`src/rtl/player_cmd_sequencer.sv`:
```
// Keypad-to-engine command sequencer: debounces five keys, arbitrates directions,
// generates hold-to-repeat moves and cooled-down bombs on a valid/ready channel.
module player_cmd_sequencer #(
  parameter int DB_CYCLES     = 16,
  parameter int REPEAT_DELAY  = 50000,
  parameter int REPEAT_RATE   = 20000,
  parameter int BOMB_COOLDOWN = 100000,
  parameter int CNT_W         = 20
) (
  input  logic       clk,
  input  logic       resetn,
  input  logic       up,
  input  logic       down,
  input  logic       left,
  input  logic       right,
  input  logic       action,
  input  logic       enable,
  output logic       cmd_valid,
  output logic [2:0] cmd_code,
  input  logic       cmd_ready
);

  localparam logic [2:0] CODE_NONE  = 3'd0;
  localparam logic [2:0] CODE_UP    = 3'd1;
  localparam logic [2:0] CODE_DOWN  = 3'd2;
  localparam logic [2:0] CODE_LEFT  = 3'd3;
  localparam logic [2:0] CODE_RIGHT = 3'd4;
  localparam logic [2:0] CODE_BOMB  = 3'd5;

  localparam logic [CNT_W-1:0] CNT_ONE    = CNT_W'(1);
  localparam logic [CNT_W-1:0] DB_LAST    = CNT_W'(DB_CYCLES - 1);
  localparam logic [CNT_W-1:0] DELAY_LOAD = CNT_W'(REPEAT_DELAY - 1);
  localparam logic [CNT_W-1:0] RATE_LOAD  = CNT_W'(REPEAT_RATE - 1);
  localparam logic [CNT_W-1:0] COOL_LOAD  = CNT_W'(BOMB_COOLDOWN);

  localparam int NKEYS   = 5;
  localparam int KEY_ACT = 4;

  typedef enum logic [1:0] {
    IDLE  = 2'd0,
    DELAY = 2'd1,
    RPT   = 2'd2
  } move_state_t;

  logic [NKEYS-1:0] key_raw;
  logic [NKEYS-1:0] key_db_q, key_db_d;
  logic [CNT_W-1:0] db_cnt_q [NKEYS];
  logic [CNT_W-1:0] db_cnt_d [NKEYS];

  logic [2:0]       sel_dir;

  move_state_t      state_q, state_d;
  logic [CNT_W-1:0] timer_q, timer_d;
  logic [2:0]       move_code_q, move_code_d;
  logic             move_issue;

  logic             action_prev_q, action_prev_d;
  logic             bomb_req;
  logic [CNT_W-1:0] cooldown_q, cooldown_d;

  logic             move_pend_q, move_pend_d;
  logic             bomb_pend_q, bomb_pend_d;
  logic             cmd_valid_q, cmd_valid_d;
  logic [2:0]       cmd_code_q, cmd_code_d;
  logic             out_load;

  assign key_raw = {action, right, left, down, up};

  // A key only flips after its raw level has disagreed for DB_CYCLES straight cycles.
  always_comb begin
    key_db_d = key_db_q;
    for (int i = 0; i < NKEYS; i++) begin
      db_cnt_d[i] = '0;
      if (key_raw[i] != key_db_q[i]) begin
        if (db_cnt_q[i] == DB_LAST) begin
          key_db_d[i] = key_raw[i];
        end else begin
          db_cnt_d[i] = db_cnt_q[i] + CNT_ONE;
        end
      end
    end
  end

  always_ff @(posedge clk or negedge resetn) begin
    if (!resetn) begin
      key_db_q <= '0;
      for (int i = 0; i < NKEYS; i++) begin
        db_cnt_q[i] <= '0;
      end
    end else begin
      key_db_q <= key_db_d;
      for (int i = 0; i < NKEYS; i++) begin
        db_cnt_q[i] <= db_cnt_d[i];
      end
    end
  end

  always_comb begin
    sel_dir = CODE_NONE;
    if (key_db_q[0]) begin
      sel_dir = CODE_UP;
    end else if (key_db_q[1]) begin
      sel_dir = CODE_DOWN;
    end else if (key_db_q[2]) begin
      sel_dir = CODE_LEFT;
    end else if (key_db_q[3]) begin
      sel_dir = CODE_RIGHT;
    end
  end

  // move_code_q doubles as the latched direction the repeat timer belongs to.
  always_comb begin
    state_d     = state_q;
    timer_d     = timer_q;
    move_code_d = move_code_q;
    move_issue  = 1'b0;
    case (state_q)
      IDLE: begin
        if (enable && (sel_dir != CODE_NONE)) begin
          move_issue  = 1'b1;
          move_code_d = sel_dir;
          timer_d     = DELAY_LOAD;
          state_d     = DELAY;
        end
      end
      DELAY, RPT: begin
        if (!enable || (sel_dir != move_code_q)) begin
          state_d = IDLE;
        end else if (timer_q == '0) begin
          move_issue  = 1'b1;
          move_code_d = sel_dir;
          timer_d     = RATE_LOAD;
          state_d     = RPT;
        end else begin
          timer_d = timer_q - CNT_ONE;
        end
      end
      default: begin
        state_d = IDLE;
      end
    endcase
  end

  always_ff @(posedge clk or negedge resetn) begin
    if (!resetn) begin
      state_q     <= IDLE;
      timer_q     <= '0;
      move_code_q <= CODE_NONE;
    end else begin
      state_q     <= state_d;
      timer_q     <= timer_d;
      move_code_q <= move_code_d;
    end
  end

  // Edges arriving while the cooldown runs are dropped rather than queued.
  always_comb begin
    action_prev_d = key_db_q[KEY_ACT];
    bomb_req      = key_db_q[KEY_ACT] && !action_prev_q && enable && (cooldown_q == '0);
    cooldown_d    = cooldown_q;
    if (cmd_valid_q && cmd_ready && (cmd_code_q == CODE_BOMB)) begin
      cooldown_d = COOL_LOAD;
    end else if (cooldown_q != '0) begin
      cooldown_d = cooldown_q - CNT_ONE;
    end
  end

  always_ff @(posedge clk or negedge resetn) begin
    if (!resetn) begin
      action_prev_q <= 1'b0;
      cooldown_q    <= '0;
    end else begin
      action_prev_q <= action_prev_d;
      cooldown_q    <= cooldown_d;
    end
  end

  // Setting a flag wins over clearing it on load, so a same-cycle issue shows up next cycle.
  always_comb begin
    out_load    = !cmd_valid_q || cmd_ready;
    cmd_valid_d = cmd_valid_q;
    cmd_code_d  = cmd_code_q;
    bomb_pend_d = bomb_pend_q;
    move_pend_d = move_pend_q;
    if (out_load) begin
      if (bomb_pend_q && enable) begin
        cmd_valid_d = 1'b1;
        cmd_code_d  = CODE_BOMB;
        bomb_pend_d = 1'b0;
      end else if (move_pend_q && enable) begin
        cmd_valid_d = 1'b1;
        cmd_code_d  = move_code_q;
        move_pend_d = 1'b0;
      end else begin
        cmd_valid_d = 1'b0;
        cmd_code_d  = CODE_NONE;
      end
    end
    if (bomb_req) begin
      bomb_pend_d = 1'b1;
    end
    if (move_issue) begin
      move_pend_d = 1'b1;
    end
    if (!enable) begin
      bomb_pend_d = 1'b0;
      move_pend_d = 1'b0;
    end
  end

  always_ff @(posedge clk or negedge resetn) begin
    if (!resetn) begin
      cmd_valid_q <= 1'b0;
      cmd_code_q  <= CODE_NONE;
      bomb_pend_q <= 1'b0;
      move_pend_q <= 1'b0;
    end else begin
      cmd_valid_q <= cmd_valid_d;
      cmd_code_q  <= cmd_code_d;
      bomb_pend_q <= bomb_pend_d;
      move_pend_q <= move_pend_d;
    end
  end

  assign cmd_valid = cmd_valid_q;
  assign cmd_code  = cmd_code_q;

endmodule

```
`config.mk`:
```
export PLATFORM = sky130hd
export DESIGN_NAME = player_cmd_sequencer
export DESIGN_NICKNAME = d
export VERILOG_FILES = /design/src/rtl/player_cmd_sequencer.sv
export SDC_FILE = /design/constraint.sdc
export NUM_CORES = 1
export LEC_CHECK = 0
export ABC_CLOCK_PERIOD_IN_PS = 2680
export CAP_MARGIN = 10
export CELL_PAD_IN_SITES_DETAIL_PLACEMENT = 0
export CELL_PAD_IN_SITES_GLOBAL_PLACEMENT = 2
export CORE_MARGIN = 2
export CORE_UTILIZATION = 37
export CTS_CLUSTER_DIAMETER = 150
export DETAILED_ROUTE_END_ITERATION = 10
export GPL_ROUTABILITY_DRIVEN = 0
export PLACE_DENSITY_LB_ADDON = 0.1
export SETUP_SLACK_MARGIN = 0.5
export SYNTH_ARGS = -nofsm -noshare
export SYNTH_HDL_FRONTEND = slang
export SYNTH_SLANG_ARGS = --single-unit
```
`constraint.sdc`:
```
create_clock -name clk -period 2.68 [get_ports clk]
set_input_delay 0.402 -clock clk [delete_from_list [all_inputs] [get_ports clk]]
set_output_delay 0.402 -clock clk [all_outputs]
set_load 0.01 [all_outputs]
```
# Word-level counts from Yosys, hierarchy flattened
# Index checks and enable logic that the tools add are counted.
op_classes:
  add_sub_neg: 7
  n_eq_ne: 23
  mux: 45
  reduce_logical: 31
op_table:
  columns: ["operator", "count"]
  rows:
  - ["$mux W20", 15]
  - ["$add A20 B1 Y20 const B", 5]
  - ["$eq A20 B4 Y1 const B", 5]
  - ["$logic_not A20 Y1", 2]
  - ["$pmux W20 S2", 1]
  - ["$sub A20 B1 Y20 const B", 2]
  - ["$mux W3", 9]
  - ["$reduce_bool A20 Y1", 1]
  - ["$mux W1", 14]
  - ["$reduce_and A2 Y1", 7]
  - ["$ne A3 B1 Y1 const B", 4]
  - ["$logic_and A1 B1 Y1", 8]
  - ["$mux W2", 3]
  - ["$ne A2 B2 Y1 const B", 3]
  - ["$ne A3 B3 Y1 const B", 2]
  - ["$pmux W3 S2", 1]
  - ["$reduce_and A3 Y1", 2]
  - ["$ne A1 B1 Y1", 5]
  - ["$pmux W2 S2", 1]
  - ["$reduce_and A4 Y1", 1]
  - ["$reduce_bool A2 Y1", 2]
  - ["$eq A3 B3 Y1 const B", 1]
  - ["$logic_not A1 Y1", 3]
  - ["$ne A3 B3 Y1", 1]
  - ["7 further kinds", 8]
totals:
  ff_bits: 157
  input_bits: 9
  out_inout_bits: 4

# Longest topological paths before layout
# Gate-level depths: netlist (run 1).
depth:
  depth_word: 10
  ltp_mapped: 8

# Least setup slack after synthesis (run 1)
# Ideal clock, no wire load.
synth_path:
  path_type: "reg-to-reg"
  start: "register cooldown_q[6]"
  end: "register cooldown_q[3]"
  setup_time_ns: 0.132
  arrival_time_ns: 2.468
  setup_slack_ns: 0.080
  path_stages_with_launch: 9
  synth_period_minus_slack_ns: 2.600
  path_cell_list: "dfrtp_1 -> or4_4 -> buf_6 -> or4_4 -> or4_4 -> buf_6 -> nand3b_1 -> xor2_1 -> nor2_1"
synth_between:
  elab_chain_len: 2
synth_rtl:
  columns: ["item", "line_no", "source"]
  rows:
  - ["start, declared", "59", "logic [CNT_W-1:0] cooldown_q, cooldown_d;"]
  - ["start signal, assigned", "174", "cooldown_q <= cooldown_d;"]
  - ["$reduce_bool A20 Y1", "163", "end else if (cooldown_q != '0) begin"]
  - ["$reduce_bool A2 Y1 (no source line)", null, null]
# No other way between the ends.
# A chain may end at the register's enable or synchronous reset.

# Worst setup path in the final report (run 1)
layout_path:
  start: "register cooldown_q[10]"
  end: "register cooldown_q[0]"
# The elaborated chain is that of the path after synthesis.

==> results_dict.tcl, run 1 <==
set metrics [dict create \
    num_rows 53 \
    vias 5987 \
    power.clock.fraction 0.475 \
    status "complete, but fails checks" \
    yosys_warnings 0 \
    dp_worst_setup_slack_ns 0.09085 \
    overflow 0 \
    tns_ns 0 \
    syn_to_final_growth_pct 19.91 \
    insertion_delay_ns 0.42 \
    io_pins 13 \
    hold_ws_ns -0.01422 \
    period_needed_ns 2.430 \
    finalClockSkew_ns 0.01142 \
    syn_inst 835 \
    drt-initial-drc-count 264 \
    grt_pass1_vias 6014 \
    crit_required_ns 2.97 \
    rsz0062_at_grt "true" \
    totalWireLength_mm 17.06 \
    nets 899 \
    avgViaCountPerCell 5.135 \
    final-setup-viol-count 0 \
    diodes 0 \
    synth_edf_count 0 \
    drive_gt1_frac 0.1504 \
    worst_pin_slew_ns 0.7025 \
    avgSynthCellArea_um2 9.463 \
    numCtsBuffers 17 \
    met3_usage 0.03182 \
    r2r_start "cooldown_q[10]$_DFFE_PN0P_" \
    top_usage_layer "met2" \
    cts_tree "built" \
    leakagePower_nw 3.893 \
    critPathKind "flip-flop to flip-flop" \
    rr_worst_depth 6 \
    p_seq_frac 0.463 \
    internal_power_mw 4.166 \
    antenna_found_initial 0 \
    grt_pass1_wl_mm 29.31 \
    ant_nets 0 \
    die_h_um 150.1 \
    yosys_most_used_dff "dfrtp_1" \
    start_util 0.3759 \
    syn_nets 854 \
    crit_arrival_ns 2.72 \
    r2r_setup_slack_ns 0.25 \
    yosysUniqueCellTypes 53 \
    clock_path_buffers 2 \
    grt_use_met2 0.2628 \
    p_comb_frac 0.062 \
    dpl_cell_area_um2 8427 \
    cp-end-kind "flip-flop" \
    power_density_nw_per_um2 570.0 \
    finalHoldViolCount 15 \
    power_switching_mw 1.235 \
    period_share 0.9068 \
    fin_area_um2 9474 \
    cts-root-buf "clkbuf_16" \
    max-vdd-ir-drop_v 0.0003353 \
    slew_viol_final 0 \
    path_max_fanout 5 \
    ys_seq_area_frac 0.4972 \
    die_w_um 150.1 \
    violations "hold timing" \
    met1_usage 0.2173 \
    start_kind "flip-flop" \
    clock_sinks 157 \
    async_flop_share 1.000 \
    track_usage 0.1614 \
    dp_hpwl_mm 11.37 \
    switching_share 0.2287 \
    netlist_area_um2 7901 \
    drc_errors 0 \
    clkTransAtPathRegs_ns 0.07 \
    htree_levels 4 \
    routedWlPerCell_um 14.63 \
    die_area_um2 22540 \
    drtPass1Iterations 4 \
    fmax_ghz 0.4115 \
    ys_ff_latch 157 \
    grt_max_degree 71 \
    core_area_um2 21020 \
    hp-class "input port to asynchronous set/reset pin" \
    slew_headroom 0.5316 \
    maxCapViolCount 0 \
    rr_endpoint "cooldown_q[0]$_DFFE_PN0P_" \
    fin_ws_ns 0.2497 \
    numPortBuffers 12 \
]
## power groups by stage
stage	Sequential, mW	Clock [mW]	Combinational [mW]
after floorplan	2.52	0	0.172
final	2.50	2.57	0.334
after global routing	2.51	2.77	0.378
after CTS	2.49	2.65	0.326
after global placement	2.54	0	0.293
after detailed placement	2.54	0	0.298
## metrics by stage
stage | utilization | cells | power [mW]
after floorplan | - | 835 | 2.693
after global placement | 0.4009 | 1114 | 2.828
after detailed placement | 0.4009 | 1114 | 2.836
after CTS | 0.4394 | 1157 | 5.470
after global routing | 0.4507 | 1166 | 5.656
final | 0.4507 | 1166 | 5.401
## kinds of logic (layout without fill, tap and decap cells)
logic type / after synthesis / after routing / share of synthesized area
AND/OR/NAND/NOR: 416 / 416 / 0.2608
adder cells (fa/ha/maj): 10 / 10 / 0.01584
flip-flops: 157 / 157 / 0.4972
multiplexers: 7 / 7 / 0.009817
buffers and inverters: 46 / 102 / 0.02391
XOR/XNOR: 113 / 113 / 0.1253
AO/OA/AOI/OAI: 86 / 86 / 0.06714
## worst max-delay path by stage
stage,start,to,slack [ns],depth (start not counted)
2_1_floorplan,cooldown_q[6]$_DFFE_PN0P_,cooldown_q[3]$_DFFE_PN0P_,0.11,8
4_1_cts,cooldown_q[10]$_DFFE_PN0P_,cooldown_q[3]$_DFFE_PN0P_,0.21,6
5_1_grt,cooldown_q[10]$_DFFE_PN0P_,cooldown_q[3]$_DFFE_PN0P_,0.18,6
6_report,cooldown_q[10]$_DFFE_PN0P_,cooldown_q[0]$_DFFE_PN0P_,0.25,6
3_3_place_gp,enable,timer_q[15]$_DFFE_PN0P_,0.1,7
3_5_place_dp,enable,timer_q[15]$_DFFE_PN0P_,0.09,7
## sequential cells by signal (all words and copies together), names as in the netlist
| register | count |
|---|---|
| move_code_q | 3 |
| state_q | 2 |
| db_cnt_q | 100 |
| action_prev_q | 1 |
| cmd_valid | 1 |
| key_db_q | 5 |
| timer_q | 20 |
| cmd_code | 3 |
| bomb_pend_q | 1 |
| cooldown_q | 20 |
| move_pend_q | 1 |
## cell type report
cell class,instances,area (um2)
fillers,2000,11550
multi-input cells,632,4066
flip-flops and latches,157,3934
clock buffers,20,456.7
repair buffers,49,422.9
well taps,275,344.1
clock inverters,10,163.9
inverters,23,86.33
## what timing repair did
| item | CTS | global route |
|---|---|---|
| hold buffers | 0 | 0 |
| buffers inserted | 13 | 8 |
| setup endpoints to repair | 32 | 37 |
| cloned | 0 | 1 |
| gates resized for setup | 23 | 40 |
| pin swaps | 10 | 15 |
## cells in the mapped netlist (2+ instances only)
| cell type | instances | area [um2] |
|---|---|---|
| a2111oi_0 | 2 | 17.52 |
| a211o_1 | 2 | 17.52 |
| a211oi_1 | 6 | 45.04 |
| a21oi_1 | 32 | 160.2 |
| a31o_2 | 2 | 17.52 |
| a31oi_1 | 4 | 25.02 |
| and2_1 | 2 | 12.51 |
| and3_1 | 20 | 125.1 |
| and4_1 | 8 | 70.07 |
| buf_6 | 2 | 22.52 |
| clkbuf_1 | 19 | 71.32 |
| dfrtp_1 | 157 | 3929 |
| ha_1 | 10 | 125.1 |
| inv_1 | 23 | 86.33 |
| mux2_2 | 6 | 67.56 |
| nand2_1 | 61 | 229.0 |
| nand2b_1 | 5 | 31.28 |
| nand3_1 | 41 | 205.2 |
| nand3b_1 | 7 | 52.55 |
| nand4_1 | 17 | 106.4 |
| nand4b_1 | 4 | 35.03 |
| nor2_1 | 160 | 600.6 |
| nor2b_1 | 13 | 81.33 |
| nor3_1 | 17 | 85.08 |
| nor3b_1 | 3 | 22.52 |
| nor4_1 | 27 | 168.9 |
| o211ai_1 | 2 | 15.01 |
| o21ai_0 | 20 | 100.1 |
| o22a_1 | 3 | 26.28 |
| o22ai_1 | 2 | 12.51 |
| o2bb2ai_1 | 3 | 26.28 |
| or2_2 | 5 | 31.28 |
| or3_1 | 13 | 81.33 |
| or4_1 | 4 | 30.03 |
| or4_4 | 3 | 33.78 |
| or4b_2 | 2 | 20.02 |
| xnor2_1 | 60 | 525.5 |
| xor2_1 | 53 | 464.2 |
## cell usage in the layout (no fill, tap or decap), types with 8 or more instances in the layout
cell type,n
nand2_1,58
ha_1,9
nand3_1,41
nor2b_1,11
nor3_1,15
or3_1,9
xnor2_1,58
inv_1,23
clkbuf_16,17
o21ai_0,14
nor4_1,24
xor2_1,53
nor2_1,151
a21oi_1,30
nand4_1,17
and3_1,20
dfrtp_1,153
and4_1,8
clkdlybuf4s50_1,11
buf_4,33
## critical path: stages, from the launching register on
cell and delay (ns):
dfrtp_1 0.38, or4_4 0.54, or4_4 0.50, or4_4 0.55, buf_4 0.17, xnor2_2 0.11, nor2_1 0.05
## layer usage
metal / up-vias / part of all wire
met2: 44 / 0.48
met4: 0 / 0.0097
met3: 13 / 0.020
met5: - / 0
met1: 2966 / 0.49
li1: 2964 / -
No activity file was read; power rests on OpenSTA's default activity.
==> run 2, diff against run 1 <==
--- a/config.mk
+++ b/config.mk
@@ -5,12 +5,12 @@
 export SDC_FILE = /design/constraint.sdc
 export NUM_CORES = 1
 export LEC_CHECK = 0
-export ABC_CLOCK_PERIOD_IN_PS = 2680
+export ABC_CLOCK_PERIOD_IN_PS = 2600
 export CAP_MARGIN = 10
 export CELL_PAD_IN_SITES_DETAIL_PLACEMENT = 0
 export CELL_PAD_IN_SITES_GLOBAL_PLACEMENT = 2
 export CORE_MARGIN = 2
-export CORE_UTILIZATION = 37
+export CORE_UTILIZATION = 41
 export CTS_CLUSTER_DIAMETER = 150
 export DETAILED_ROUTE_END_ITERATION = 10
 export GPL_ROUTABILITY_DRIVEN = 0
==> constraint.sdc (replaced) <==
create_clock -name clk -period 2.6 [get_ports clk]
set_input_delay 0.39 -clock clk [delete_from_list [all_inputs] [get_ports clk]]
set_output_delay 0.39 -clock clk [all_outputs]
set_load 0.01 [all_outputs]
==> run 2 against run 1 <==
  * The flow now finishes without violations
  * Clock-buffer cell count shrank 1
  * Sequential share of layout area shrank 0.81 points
  * Global-route usage grew 1.7 points
  * Highest routed layer unchanged
==> results_dict.tcl, run 2 (synthesized netlist as in run 1, its figures left out) <==
set metrics [dict create \
    status "complete, no violations" \
    fin_util 0.5131 \
    dp_hpwl_mm 11.09 \
    slew_viol_final 0 \
    final-setup-viol-count 0 \
    core_area_um2 18830 \
    worst_pin_slew_ns 0.5544 \
    path_max_fanout 5 \
    internal_power_mw 4.354 \
    drive_gt1_frac 0.1760 \
    antenna_found_initial 0 \
    cts_tree "built" \
    crit_arrival_ns 2.74 \
    diodes 0 \
    start_kind "flip-flop" \
    finalHoldViolCount 0 \
    layout_commonest_cell "dfrtp_1" \
    numPortBuffers 12 \
    rr_worst_depth 6 \
    power_density_nw_per_um2 583.5 \
    largest_register "db_cnt_q" \
    min_to "db_cnt_q[60]$_DFF_PN0_" \
    wl_met2_mm 8.146 \
    largestRegisters "db_cnt_q: 100 flops, cooldown_q: 20 flops, timer_q: 20 flops" \
    vias 6055 \
    power.clock.fraction 0.479 \
    drc_errors 0 \
    leakagePower_nw 3.994 \
    start_util 0.4196 \
    drtPass1Iterations 5 \
    nets 922 \
    switching_share 0.2278 \
    finalClockSkew_ns 0.008119 \
    grt_pass1_wl_mm 29.32 \
    grt_pass1_vias 6066 \
    period_needed_ns 2.448 \
    totalWireLength_mm 16.91 \
    die_area_um2 20400 \
    maxCapViolCount 0 \
    clock_sinks 157 \
    hold_depth 1 \
    slew_headroom 0.6276 \
    die_h_um 142.8 \
    overflow 0 \
    critPathKind "flip-flop to flip-flop" \
    cp-end-kind "flip-flop" \
    die_w_um 142.8 \
    power_switching_mw 1.284 \
    hold_path.startpoint "db_cnt_q[60]$_DFF_PN0_" \
    grt_max_degree 49 \
    fmax_ghz 0.4085 \
    r2r_setup_slack_ns 0.15 \
    htree_levels 4 \
    rsz0062_at_grt "true" \
    largest_reg_flops 100 \
    routed-wl-met3_um 402 \
    r2r_start "cooldown_q[10]$_DFFE_PN0P_" \
    p_seq_frac 0.456 \
    fin_ws_ns 0.1521 \
    rr_endpoint "cooldown_q[3]$_DFFE_PN0P_" \
    max-vdd-ir-drop_v 0.0003966 \
    routedWlPerCell_um 14.39 \
    nFillCells 1753 \
    mostFrequentLayoutCells "dfrtp_1, nor2_1, xnor2_1" \
    syn_to_final_growth_pct 22.28 \
    track_usage 0.1782 \
    tns_ns 0 \
    p_comb_frac 0.065 \
    cts-root-buf "clkbuf_16" \
    period_share 0.9415 \
    ant_nets 0 \
    insertion_delay_ns 0.42 \
    dr.max_layer_used "met4" \
    numCtsBuffers 17 \
    hp-class "flip-flop to flip-flop" \
    num_rows 50 \
    wl_met1_mm 8.229 \
    dp_worst_setup_slack_ns 0.07767 \
    avgViaCountPerCell 5.153 \
    clock_path_buffers 2 \
    clkTransAtPathRegs_ns 0.06 \
    drt-initial-drc-count 358 \
    io_pins 13 \
    crit_required_ns 2.89 \
]
run 2: cell types whose count changed in the layout (fill, tap and decap cells not counted), sizes merged:
| cell | before | now |
|---|---|---|
| dlygate4sd3 | 0 | 1 |
| inv | 24 | 23 |
| clkinv | 4 | 6 |
| bufinv | 4 | 5 |
| clkdlybuf4s15 | 1 | 0 |
| buf | 37 | 59 |
run 2: final cells by class:
type | count | area, um2 | share of cell area
Inverter | 23 | 86.33 | 0.008936
Clock inverter | 12 | 195.2 | 0.02020
Clock buffer | 19 | 432.9 | 0.04481
Timing Repair Buffer | 72 | 621.8 | 0.06436
Tap cell | 260 | 325.3 | 0.03367
Multi-Input combinational cell | 632 | 4066 | 0.4209
Sequential cell | 157 | 3934 | 0.4071
run 2: timing repair:
action                                  CTS  global route
endpoints found under the hold margin    45             0
hold buffers                              1             0
endpoints found under the setup margin   36            46
resized for setup                        35            41
pin swaps                                16            15
buffers inserted                         29            10
gates cloned                              0             1
run 2: worst max path at each step:
stage / from / slack, ns / to
after detailed placement: cooldown_q[0]$_DFFE_PN0P_ / 0.08 / cooldown_q[17]$_DFFE_PN0P_
final: cooldown_q[10]$_DFFE_PN0P_ / 0.15 / cooldown_q[3]$_DFFE_PN0P_
after floorplan: cooldown_q[6]$_DFFE_PN0P_ / 0.03 / cooldown_q[3]$_DFFE_PN0P_
after CTS: cooldown_q[10]$_DFFE_PN0P_ / 0.16 / cooldown_q[3]$_DFFE_PN0P_
after global placement: cooldown_q[6]$_DFFE_PN0P_ / 0.11 / cooldown_q[3]$_DFFE_PN0P_
after global routing: cooldown_q[10]$_DFFE_PN0P_ / 0.08 / cooldown_q[19]$_DFFE_PN0P_
run 2: critical path, cell delays in order (launching register included):
cell,delay [ns]
dfrtp_1,0.38
or4_4,0.55
or4_4,0.51
or4_4,0.55
nand3b_1,0.13
xor2_1,0.16
nor2_1,0.05
run 2: power by group through the flow:
stage          Combinational [mW]  Clock, mW  Sequential, mW
2_1_floorplan               0.179          0            2.60
3_3_place_gp                0.304          0            2.61
3_5_place_dp                0.311          0            2.62
4_1_cts                     0.354       2.77            2.57
5_1_grt                     0.413       2.88            2.58
6_report                    0.366       2.70            2.57
run 2: through the flow:
step                      total power, mW  cells  area, um2  hold slack [ns]
after floorplan                     2.777    835       7953          0.09441
after global placement              2.917   1103       8454           0.3643
after detailed placement            2.927   1103       8454           0.3815
after CTS                           5.686   1164       9447           0.4883
after global routing                5.871   1175       9662           0.5141
final                               5.638   1175       9662           0.4829
run 2: metal layers:
layer,vias to the layer above,GRT usage
met5,-,0
met4,0,0.04846
met3,9,0.03856
met2,54,0.2953
met1,2978,0.2370
li1,3014,-
==> run 3, diff against run 2 <==
--- a/config.mk
+++ b/config.mk
@@ -7,14 +7,13 @@
 export LEC_CHECK = 0
 export ABC_CLOCK_PERIOD_IN_PS = 2600
 export CAP_MARGIN = 10
-export CELL_PAD_IN_SITES_DETAIL_PLACEMENT = 0
-export CELL_PAD_IN_SITES_GLOBAL_PLACEMENT = 2
 export CORE_MARGIN = 2
-export CORE_UTILIZATION = 41
-export CTS_CLUSTER_DIAMETER = 150
+export CORE_UTILIZATION = 50
+export CTS_CLUSTER_DIAMETER = 60
 export DETAILED_ROUTE_END_ITERATION = 10
 export GPL_ROUTABILITY_DRIVEN = 0
-export PLACE_DENSITY_LB_ADDON = 0.1
+export HOLD_SLACK_MARGIN = 0.05
+export PLACE_DENSITY = 0.66
 export SETUP_SLACK_MARGIN = 0.5
 export SYNTH_ARGS = -nofsm -noshare
 export SYNTH_HDL_FRONTEND = slang
==> run 3 against run 2 <==
  * Sequential cell count did not move
  * Non-clock buffer count fell by 3
  * Combinational power down 1%
  * Worst setup slack got worse by 0.042 ns
  * Via count increased by 0.71%
  * Final area decreased by 0.58%
  * Critical endpoint unchanged
  * Largest power group is now sequential cells
==> results_dict.tcl, run 3 (synthesized netlist as in run 1, its figures left out) <==
set metrics [dict create \
    drtPass1Iterations 4 \
    grt_pass1_wl_mm 27.77 \
    tns_ns 0 \
    start_util 0.5159 \
    slowest_stage "or4_4" \
    cts_tree "built" \
    slew_viol_final 0 \
    crit_arrival_ns 2.78 \
    io_pins 13 \
    rsz0062_at_grt "true" \
    finalClockSkew_ns 0.007466 \
    cts-root-buf "clkbuf_16" \
    status "complete, no violations" \
    diodes 0 \
    die_w_um 129.7 \
    slew_headroom 0.5502 \
    dp_hpwl_mm 10.32 \
    die_h_um 129.7 \
    grt_max_degree 73 \
    power_density_nw_per_um2 558.3 \
    cp-end-kind "flip-flop" \
    overflow 0 \
    drt-initial-drc-count 354 \
    vias 6098 \
    syn_to_final_growth_pct 21.57 \
    crit_required_ns 2.89 \
    hold_ws_ns 0.4552 \
    nets 919 \
    maxCapViolCount 0 \
    insertion_delay_ns 0.43 \
    largestRegisters "db_cnt_q: 100 flops, cooldown_q: 20 flops, timer_q: 20 flops" \
    r2r_setup_slack_ns 0.11 \
    period_share 0.9578 \
    critPathKind "flip-flop to flip-flop" \
    ant_nets 0 \
    clock_sinks 157 \
    worst_pin_slew_ns 0.6747 \
    largest_register "db_cnt_q" \
    htree_levels 4 \
    drive_gt1_frac 0.1840 \
    finalHoldViolCount 0 \
    routedWlPerCell_um 14.47 \
    max-vdd-ir-drop_v 0.0004695 \
    track_usage 0.2048 \
    grt_pass1_vias 5970 \
    leakagePower_nw 4.026 \
    drc_errors 0 \
    num_rows 45 \
    period_needed_ns 2.490 \
    totalWireLength_mm 16.26 \
    largest_reg_flops 100 \
    fmax_ghz 0.4016 \
    numPortBuffers 12 \
    slowest_delay_ns 0.55 \
    die_area_um2 16820 \
    path_common_cell "or4_4" \
    fin_ws_ns 0.1098 \
    crit_chain "or4_4, or4_4, or4_4, nand3b_1, xor2_1, nor2_1" \
    antenna_found_initial 0 \
    dp_worst_setup_slack_ns 0.04888 \
    path_max_fanout 5 \
    core_area_um2 15310 \
    hp-class "flip-flop to flip-flop" \
    final-setup-viol-count 0 \
    mostFrequentLayoutCells "nor2_1, dfrtp_1, nand2_1" \
    clock_path_buffers 2 \
    numCtsBuffers 17 \
    clkTransAtPathRegs_ns 0.07 \
    avgViaCountPerCell 5.425 \
    start_kind "flip-flop" \
]
run 3: cell types whose count changed in the layout (fill, tap and decap cells not counted), sizes merged:
cell,change
buf,-2
bufinv,-4
clkbuf,-3
clkinv,-1
inv,+8
run 3: routing by layer:
layer,track usage,vias up,share of wire
met2,0.3431,76,0.50
met4,0.06578,0,0.0088
li1,-,3012,-
met1,0.2688,2997,0.46
met3,0.04223,13,0.028
met5,0,-,0
run 3: path summary, 6_finish.rpt:
kind,start,endpoint,cells past startpoint
max,cooldown_q[10]$_DFFE_PN0P_,cooldown_q[3]$_DFFE_PN0P_,6
max reg2reg,cooldown_q[10]$_DFFE_PN0P_,cooldown_q[3]$_DFFE_PN0P_,6
min,key_db_q[4]$_DFFE_PN0P_,action_prev_q$_DFF_PN0_,0
min reg2reg,key_db_q[4]$_DFFE_PN0P_,action_prev_q$_DFF_PN0_,0
max in group asynchronous,resetn,db_cnt_q[35]$_DFF_PN0_,3
min in group asynchronous,resetn,db_cnt_q[54]$_DFF_PN0_,2
run 3: cell type report:
cell class | instances | area, um2
fillers | 1259 | 5709
flip-flops and latches | 157 | 3935
clock buffers | 17 | 425.4
clock inverters | 15 | 152.6
repair buffers | 69 | 625.6
inverters | 23 | 86.33
multi-input cells | 632 | 4116
well taps | 211 | 264.0
run 3: worst max-delay path: cells and delay by family (launching register included):
kind | cells | cell delay, ns
simple gates | 5 | 1.80
xor+xnor | 1 | 0.17
flops | 1 | 0.38
run 3: power breakdown:
group          internal, mW  switching [mW]
Sequential             2.50          0.0670
Combinational         0.155           0.207
Clock                  1.35            1.08
Total                  4.01            1.36
run 3: timing repair:
action	4_1_cts	5_1_grt
resized for setup	42	41
setup buffers	22	13
endpoints found under the hold margin	69	0
pin swaps	16	20
hold buffers	1	0
setup endpoints to repair	40	46
run 3: per-stage QoR:
stage	util	cell area, um2	instances	power, mW
floorplan	-	7953	835	2.777
finish	0.6272	9605	1124	5.363
global placement	0.5482	8396	1056	2.911
global route	0.6272	9605	1124	5.592
CTS	0.6087	9323	1111	5.417
detailed placement	0.5482	8396	1056	2.924
